===== src/rtl/decoder_op_xbit_seq.sv =====
// Sequencer for CB-prefix bit operations: captures one opcode, strobes register
// operands for a single cycle and runs (HL) operands as a read/exec/write memory sequence.
module decoder_op_xbit_seq #(
  parameter int RSEL_W = 3,
  parameter int HL_IDX = 6,
  parameter logic [(2**RSEL_W)-1:0] INVERT_MASK = 8'b1001_0101,
  parameter int TIMEOUT = 15,
  localparam int NREG = 2**RSEL_W,
  localparam int OP_W = RSEL_W + 5
) (
  input  logic            CLK,
  input  logic            RESET,
  input  logic            op_valid,
  input  logic [OP_W-1:0] op_code,
  output logic            op_ready,
  input  logic            mem_ack,
  output logic            mem_rd_req,
  output logic            mem_wr_req,
  output logic [NREG-1:0] reg_write,
  output logic [NREG-1:0] reg_sel_low,
  output logic [NREG-1:0] reg_sel_high,
  output logic            invert_in,
  output logic [1:0]      alu_class,
  output logic [2:0]      alu_bit,
  output logic            mem_operand,
  output logic            busy,
  output logic            done,
  output logic            mem_timeout
);

  localparam int CNT_W = $clog2(TIMEOUT + 1);
  localparam logic [RSEL_W-1:0] HL_SEL = HL_IDX[RSEL_W-1:0];

  typedef enum logic [2:0] {
    S_IDLE,
    S_EXEC_R,
    S_MEM_RD,
    S_EXEC_M,
    S_MEM_WR
  } state_t;

  state_t            state_q, state_d;
  logic [OP_W-1:0]   op_q, op_d;
  logic [CNT_W-1:0]  cnt_q, cnt_d;

  logic [1:0]        cls;
  logic [RSEL_W-1:0] rsel;
  logic [NREG-1:0]   onehot;
  logic              wait_expired;

  assign cls          = op_q[OP_W-1 -: 2];
  assign rsel         = op_q[RSEL_W-1:0];
  assign onehot       = NREG'(1) << rsel;
  assign wait_expired = (cnt_q == CNT_W'(TIMEOUT - 1));

  always_ff @(posedge CLK or posedge RESET) begin
    if (RESET) begin
      state_q <= S_IDLE;
      op_q    <= '0;
      cnt_q   <= '0;
    end else begin
      state_q <= state_d;
      op_q    <= op_d;
      cnt_q   <= cnt_d;
    end
  end

  always_comb begin
    state_d      = state_q;
    op_d         = op_q;
    cnt_d        = (cnt_q == CNT_W'(TIMEOUT)) ? cnt_q : cnt_q + CNT_W'(1);
    op_ready     = 1'b0;
    mem_rd_req   = 1'b0;
    mem_wr_req   = 1'b0;
    reg_write    = '0;
    reg_sel_low  = '0;
    reg_sel_high = '0;
    invert_in    = 1'b0;
    mem_operand  = 1'b0;
    done         = 1'b0;
    mem_timeout  = 1'b0;

    case (state_q)
      S_IDLE: begin
        op_ready = 1'b1;
        if (op_valid) begin
          op_d    = op_code;
          state_d = (op_code[RSEL_W-1:0] == HL_SEL) ? S_MEM_RD : S_EXEC_R;
        end
      end
      S_EXEC_R: begin
        if (cls == 2'b00) reg_sel_low  = onehot;
        else              reg_sel_high = onehot;
        invert_in = INVERT_MASK[rsel];
        // BIT only updates flags, so it never writes the register back
        if (cls != 2'b01) reg_write = onehot & ~(NREG'(1) << HL_SEL);
        done    = 1'b1;
        state_d = S_IDLE;
      end
      S_MEM_RD: begin
        mem_rd_req = 1'b1;
        if (mem_ack) begin
          state_d = S_EXEC_M;
        end else if (wait_expired) begin
          mem_timeout = 1'b1;
          state_d     = S_IDLE;
        end
      end
      S_EXEC_M: begin
        mem_operand = 1'b1;
        if (cls == 2'b01) begin
          done    = 1'b1;
          state_d = S_IDLE;
        end else begin
          state_d = S_MEM_WR;
        end
      end
      S_MEM_WR: begin
        mem_wr_req = 1'b1;
        if (mem_ack) begin
          done    = 1'b1;
          state_d = S_IDLE;
        end else if (wait_expired) begin
          mem_timeout = 1'b1;
          state_d     = S_IDLE;
        end
      end
      default: state_d = S_IDLE;
    endcase

    if (state_d != state_q) cnt_d = '0;
  end

  assign busy      = (state_q != S_IDLE);
  assign alu_class = cls;
  assign alu_bit   = op_q[RSEL_W +: 3];

endmodule


===== config.mk =====
export PLATFORM = sky130hd
export DESIGN_NAME = decoder_op_xbit_seq
export DESIGN_NICKNAME = d
export VERILOG_FILES = /design/src/rtl/decoder_op_xbit_seq.sv
export SDC_FILE = /design/constraint.sdc
export NUM_CORES = 1
export LEC_CHECK = 0
export CELL_PAD_IN_SITES_DETAIL_PLACEMENT = 0
export CELL_PAD_IN_SITES_GLOBAL_PLACEMENT = 1
export CORE_ASPECT_RATIO = 0.9
export CORE_MARGIN = 2
export CORE_UTILIZATION = 29
export DETAILED_ROUTE_END_ITERATION = 10
export PLACE_DENSITY = 0.89
export SETUP_SLACK_MARGIN = 0.4
export SLEW_MARGIN = 10
export SYNTH_ARGS = -nofsm -noshare
export SYNTH_HDL_FRONTEND = slang
export SYNTH_SLANG_ARGS = --single-unit

===== constraint.sdc =====
create_clock -name CLK -period 2.1 [get_ports CLK]
set_input_delay 0.21 -clock CLK [delete_from_list [all_inputs] [get_ports CLK]]
set_output_delay 0.21 -clock CLK [all_outputs]
set_load 0.01 [all_outputs]

# After elaboration in Yosys (flattened, before gate mapping)

Memories as Yosys holds them, arrays and structs flattened.
Index checks and enable logic that the tools add are counted.

Bits in read-only memories: 8
Memories kept: 1
Output and inout port bits: 37
Flip-flop bits (word level): 15

Memories:

| memory          | depth | bits a word | read ports | clocked after Yosys merged registers in | wr ports | line | RTL |
|---|---|---|---|---|---|---|---|
| (no name shown) | 8     | 1           | 1          | 0                                       | 0        | 94   | `invert_in = INVERT_MASK[rsel];` |

$lt $le $gt $ge: 1
Equal/unequal tests: 11
Shift operators: 1
Reductions and logical operators: 5
Multiplexer cells: 27
$add $sub $neg: 1

Operators by type and width:

| operator                                               | count |
|---|---|
| 2-to-1 mux 8 bit                                       | 6 |
| 2-to-1 mux 3 bit                                       | 5 |
| one-hot mux 3 bit (4 select lines)                     | 1 |
| 2-to-1 mux 1 bit                                       | 11 |
| == test 4 bit (second input constant)                  | 2 |
| 2-to-1 mux 4 bit                                       | 2 |
| left shift 1 x 3 -> 8 bit (first input constant)       | 1 |
| == test 3 x 2 -> 1 bit (second input constant)         | 2 |
| == test 3 bit (second input constant)                  | 2 |
| adder 4 x 1 -> 4 bit (second input constant)           | 1 |
| < comparator 3 x 4 -> 1 bit (second input constant)    | 1 |
| inequality test 2 x 1 -> 1 bit (second input constant) | 2 |
| == test 3 x 1 -> 1 bit (second input constant)         | 1 |
| logical NOT 3 bit                                      | 1 |
| inequality test 3 bit                                  | 1 |
| one-hot mux 1 bit (3 select lines)                     | 1 |
| nonzero test 3 bit                                     | 1 |
| == test 2 x 1 -> 1 bit (second input constant)         | 1 |
| logical NOT 2 bit                                      | 1 |
| 2-to-1 mux 2 bit                                       | 1 |
| AND reduction 2 bit                                    | 1 |
| OR reduction 2 bit                                     | 1 |

# Longest topological paths before layout

Gate-level depths: netlist (run 1).

Word-level depth: 6
Gate-level depth with buffers: 5

# Worst setup path before layout (run 1)

Ideal clock, no wire load.

Path type: register to output
From: register state_q[1]
To: output port mem_timeout
Path buffers: 1
Arrival: 1297 ps
Stages on the path, launching flop included: 4
Setup slack: 593 ps
Data required time: 1890 ps
Cells stage by stage: dfrtp_1 > buf_2 > nor3b_1 > o21ba_2

Cells in the longest elaborated chain, start to end: 3

Ends and longest elaborated chain:

| element                                                 | line | RTL |
|---|---|---|
| start: declaration                                      | 42   | `state_t state_q, state_d;` |
| start signal: assignment                                | 62   | `state_q <= state_d;` |
| == test 3 bit or == test 3 x 2 -> 1 bit (tied branches) | 83   | `case (state_q)` |
| OR reduction 2 bit (no source line) (*)                 | --   |  |
| 2-to-1 mux 1 bit (*)                                    | --   |  |
| end: declaration                                        | 28   | `output logic mem_timeout` |

Mark *: on every way between the ends. The rest lies on a longest branch, timed or not.

# Worst setup path in the final report (run 1)

From: register state_q[2]
To: output port reg_sel_high[5]

Cells in the longest elaborated chain, start to end: 2

Ends and longest elaborated chain:

| element                | line | RTL |
|---|---|---|
| == test 3 x 1 -> 1 bit | 83   |  |
| 2-to-1 mux 8 bit       | 83   |  |
| end: declaration       | 21   | `output logic [NREG-1:0] reg_sel_high,` |

Every way passes these cells.

==> results of run 1 <==
worst min-delay path by stage:
stage	endpoint	from
2_1_floorplan	cnt_q[0]$_DFFE_PP0P_	RESET
6_report	op_q[3]$_DFFE_PP0P_	RESET
3_5_place_dp	op_q[3]$_DFFE_PP0P_	op_q[3]$_DFFE_PP0P_
3_3_place_gp	op_q[4]$_DFFE_PP0P_	op_q[4]$_DFFE_PP0P_
5_1_grt	state_q[1]$_DFF_PP0_	RESET
4_1_cts	op_q[3]$_DFFE_PP0P_	RESET
stage by stage:
step	cell area (sq um)	instances
after floorplan	1084	126
after global placement	1583	214
after detailed placement	1583	214
after CTS	1767	241
after global routing	1931	252
final	1931	252
what timing repair did:
item	CTS	global route
pin swaps	11	8
setup buffers	23	11
endpoints found under the setup margin	31	35
resized for setup	112	42
gates cloned	0	0
final cells by class:
type,count,area (sq um),share of cell area (%)
sequential,15,379.1,19.64
tap,46,57.56,2.981
multi-input combinational,93,724.4,37.52
inverter,9,33.78,1.750
timing repair buffer,85,690.7,35.77
clock buffer,4,45.04,2.333
power breakdown:
group	leakage, nW	internal (mW)	switching [mW]
registers	0.185	0.410	0.152
logic	0.741	0.926	0.775
clock network	0.0228	0.134	0.0934
total	0.949	1.47	1.02
metal layers:
metal	track usage, %	share of wire [%]
met1	19.69	43
met2	23.21	52
met3	1.261	3.7
met4	8.286	1.2
met5	0	0
state kept, by name (all words and copies together) (netlist names):
signal and cells:
state_q 3, cnt_q 4, op_q 8
Yosys cell counts (all sizes together) (2+ instances only):
cell type | n | share of area (%)
nand3b | 2 | 1.4
nor3b | 3 | 2.5
nor3 | 5 | 4.8
nor2 | 26 | 9.0
nand2b | 5 | 2.9
nand3 | 4 | 1.8
a31oi | 2 | 1.2
nand2 | 9 | 3.1
inv | 9 | 3.1
o21ai | 5 | 2.3
ha | 6 | 6.9
a211oi | 2 | 1.4
a21oi | 2 | 0.92
buf | 8 | 5.1
a2111oi | 2 | 1.6
dfrtp | 15 | 35
mux2 | 6 | 6.2
logic make-up after synthesis:
group                    count (synthesis)
XOR/XNOR                                 1
adder cells (fa/ha/maj)                  6
multiplexers                             7
other                                    1
AND/OR/NAND/NOR                         58
AO/OA/AOI/OAI                           20
buffers and inverters                   18
flip-flops                              15
==> results.yml, run 1 <==
route:
  drtIter0Drc: 22
  via_count: 1209
  drc: 0
  wl_per_cell_um: 13.57
  first_pass_iters: 4
  viasPerCell: 4.798
  ant_nets: 0
  routed_wl_um: 3419
clock_tree:
  holdBufCountCts: 0
  numCtsBuffers: 3
  clkSlewWorstSetupHoldPaths_ns: 0.06
  tritoncts: "built"
  cts.sinks: 15
  clkLatencyLatePin_ns: 0.24
  root_buffer: "clkbuf_8"
  htreeDepth: 1
  cts_buffer_depth: 2
setup_path:
  path_buf_inv: 4
  cp.required_ns: 1.89
  crit_fanout: 4
  crit_slowest_cell: "dfrtp_2"
  crit_path_start: "state_q[2]$_DFF_PP0_"
  r2r-end: "op_q[2]$_DFFE_PP0P_"
  worstPathArrival_ns: 1.60
  worstRegToRegCells: 6
  path_common_cell: "buf_6"
  path_depth: 7
  r2r-start: "state_q[1]$_DFF_PP0_"
  cp_cell_sequence: "nor3b_4 > buf_4 > o21ai_4 > buf_6 > buf_6 > nor2_4 > buf_6"
  crit_family: "buffers and inverters"
  path_class: "register to output port"
  max_stage_delay_ns: 0.45
  critPathLaunchType: "register"
  r2r_slack_ns: 0.37
  end_kind: "output port"
  timing.critical_path.to: "reg_sel_high[5]"
synth:
  synthAdderAreaFrac_pct: 6.928
  synth-compound-area-share_pct: 13.16
  async_flop_share_pct: 100.0
  synth-seq-cells: 15
  synthMuxAreaShare_pct: 7.159
  synth-xor-area-share_pct: 0.8083
  synth_seq_area_share_pct: 34.64
  synth_top_family_by_area: "simple AND/OR/NAND/NOR gates"
  yosysWarnings: 0
  synthCells: 126
  avgSynthCellArea_sq_um: 8.600
  yosys.area_share.simple_pct: 28.41
  ys_types: 37
  synth_edf_count: 0
  dominantRegCellSynth: "dfrtp_1"
  syn-num-nets: 144
  synthesis.area_sq_um: 1084
global_route:
  grt_max_degree: 16
  antenna_found_initial: 0
  grt_pass1_wl_um: 4636
  grt-ovfl-total: 0
  gr-usage-all-layers_pct: 14.61
  grt_pass1_vias: 1042
timing:
  drv_slew: 0
  setup_tns_ns: 0
  hold_viol_final: 0
  hold_slack_ns: 0.3231
  max_freq_ghz: 0.5531
  rsz0062_at_grt: "true"
  layout_worst_path_cycle_share_pct: 86.09
  finalSetupViolations: 0
  slew_headroom_pct: 61.86
  timing.final.ws_setup_ns: 0.2920
  min_period_ns: 1.808
  tightest_slew_ns: 0.5715
  clock_skew_ns: 0.0006173
power_and_ir_drop:
  total_leakage_power_nw: 0.9491
  p_per_area_nw_per_um2: 1290
  power_mw: 2.491
  vdd_ir_drop_max_v: 0.0008107
place:
  hpwlAfterDp_um: 2163
  port_buffers: 47
  place_congestion: 0.9056
  pre_cts_ws_ns: 0.1366
floorplanning:
  die_w_um: 68.43
  start_util_pct: 29.67
  core-area_sq_um: 3652
  num_rows: 21
  pin_count: 49
  die_h_um: 61.99
  die_area_sq_um: 4242
min_path:
  hp-class: "primary input to async pin"
layout:
  fillCellCount: 325
  syn_to_final_growth_pct: 78.18
  drive_gt1_share_pct: 49.03
  final_cell_mix: "25 x buf_4, 17 x nor2_1, 17 x buf_2"
  finish.net_count: 225
  final_common_cell: "buf_4"
  n_antenna_cell: 0
  final_core_util_pct: 52.86
job:
  maxCapViolCount: 0
status:
  status: "complete, no violations"
Note: power is estimated with default switching activity, not from simulation.
==> run 2: changes to the inputs <==
--- a/config.mk
+++ b/config.mk
@@ -11,7 +11,7 @@
 export CORE_MARGIN = 2
 export CORE_UTILIZATION = 29
 export DETAILED_ROUTE_END_ITERATION = 10
-export PLACE_DENSITY = 0.89
+export PLACE_DENSITY_LB_ADDON = 0.1
 export SETUP_SLACK_MARGIN = 0.4
 export SLEW_MARGIN = 10
 export SYNTH_ARGS = -nofsm -noshare
==> run 2 against run 1 <==
Via count decreased by 11%. Non-clock buffer count is 20 lower. Final cell count shrank 7.9%. Sequential share of layout area rose by 2.2 points. Clock power about the same.
==> results.yml, run 2 (synthesized netlist as in run 1, its figures left out) <==
timing:
  tightest_slew_ns: 0.5621
  slew_headroom_pct: 62.49
  timing.final.ws_setup_ns: 0.3661
  hold_viol_final: 0
  drv_slew: 0
  max_freq_ghz: 0.5767
  clock_skew_ns: 0.002820
  layout_worst_path_cycle_share_pct: 82.57
  setup_tns_ns: 0
  rsz0062_at_grt: "true"
  finalSetupViolations: 0
  min_period_ns: 1.734
route:
  via_count: 1080
  drc: 0
  wl_per_cell_um: 12.44
  ant_nets: 0
  drtIter0Drc: 31
  viasPerCell: 4.655
  routed_wl_um: 2886
  first_pass_iters: 4
power_and_ir_drop:
  switching_share_pct: 41.49
  power_mw: 2.131
  clkPwrFrac_pct: 10.7
  netSwitchingPower_uw: 884.1
  vdd_ir_drop_max_v: 0.0006430
  p_seq_share_pct: 25.4
  power_frac_comb_pct: 63.9
  total_leakage_power_nw: 0.8132
  p_int_mw: 1.247
  p_per_area_nw_per_um2: 1227
floorplanning:
  core-area_sq_um: 3652
  die_w_um: 68.43
  pin_count: 49
  num_rows: 21
  die_h_um: 61.99
  start_util_pct: 29.67
  die_area_sq_um: 4242
clock_tree:
  root_buffer: "clkbuf_8"
  cts_buffer_depth: 2
  clkSlewWorstSetupHoldPaths_ns: 0.06
  holdBufCountCts: 0
  htreeDepth: 1
  clkLatencyLatePin_ns: 0.24
  cts.sinks: 15
  tritoncts: "built"
  numCtsBuffers: 3
setup_path:
  end_kind: "output port"
  critPathLaunchType: "register"
  cp.required_ns: 1.89
  worstPathArrival_ns: 1.52
  path_class: "register to output port"
  crit_fanout: 4
global_route:
  grt_pass1_vias: 950
  grt-ovfl-total: 0
  grt_max_degree: 16
  gr-usage-all-layers_pct: 14.00
  grt_pass1_wl_um: 4450
  antenna_found_initial: 0
layout:
  final_core_util_pct: 47.55
  final_cell_mix: "23 x nor2_1, 16 x clkdlybuf4s50_1, 16 x clkbuf_2"
  fillCellCount: 365
  largest_reg_flops: 8
  syn_to_final_growth_pct: 60.28
  n_antenna_cell: 0
  reg_top3: "op_q: 8 flops, cnt_q: 4 flops, state_q: 3 flops"
  finish.net_count: 205
  top_register: "op_q"
  final_common_cell: "nor2_1"
  drive_gt1_share_pct: 38.71
min_path:
  hp-class: "primary input to async pin"
place:
  pre_cts_ws_ns: 0.1463
  port_buffers: 47
  hpwlAfterDp_um: 2195
  place_congestion: 0.7962
job:
  maxCapViolCount: 0
status:
  status: "complete, no violations"
## run 2: cell type report
type | count | area, sq um | share of cell area, %
flip-flops and latches | 15 | 379.1 | 21.83
repair buffers | 65 | 530.5 | 30.55
clock inverters | 1 | 5.005 | 0.2882
inverters | 9 | 33.78 | 1.945
multi-input cells | 93 | 689.4 | 39.70
clock buffers | 3 | 41.29 | 2.378
well taps | 46 | 57.56 | 3.314
## run 2: worst paths after layout
path,cells after the start,endpoint,startpoint,slack (ns)
max in group asynchronous,2,op_q[7]$_DFFE_PP0P_,RESET,1.38
worst min-delay path,2,op_q[3]$_DFFE_PP0P_,RESET,0.32
worst min register to register,1,op_q[4]$_DFFE_PP0P_,op_q[4]$_DFFE_PP0P_,0.51
worst max-delay path,7,invert_in,state_q[1]$_DFF_PP0_,0.37
min in group CLK,1,op_q[4]$_DFFE_PP0P_,op_q[4]$_DFFE_PP0P_,0.51
worst max register to register,5,op_q[4]$_DFFE_PP0P_,state_q[2]$_DFF_PP0_,0.43
## run 2: repair_timing
item                                    4_1_cts  5_1_grt
buffers inserted                              7        7
gates resized for setup                      66       50
endpoints found under the setup margin       31       33
pin swaps                                     3        3
## run 2: power by group through the flow
stage	Clock [mW]	Combinational [mW]	Sequential, mW
final	0.228	1.36	0.542
after global routing	0.251	1.49	0.566
after CTS	0.236	1.22	0.542
after detailed placement	0	1.10	0.548
after global placement	0	1.11	0.537
after floorplan	0	0.733	0.493
## run 2: through the flow
step	std cells	hold slack, ns	area (sq um)
final	232	0.3172	1737
after global routing	232	0.3610	1737
after CTS	225	0.3400	1715
after detailed placement	214	0.5029	1583
after global placement	214	0.4884	1583
after floorplan	126	0.1115	1084
## run 2: critical path: stages (launching register included)
cell     delay (ns)
dfrtp_1        0.40
buf_6          0.13
nor3b_4        0.16
buf_6          0.15
buf_6          0.10
buf_6          0.08
o211a_1        0.14
buf_2          0.12
## run 2: per-layer routing
layer	GRT usage (%)	share of wire, %
met3	2.162	3.8
met5	0	0
met4	4.286	0.97
met2	23.08	48
met1	19.05	47
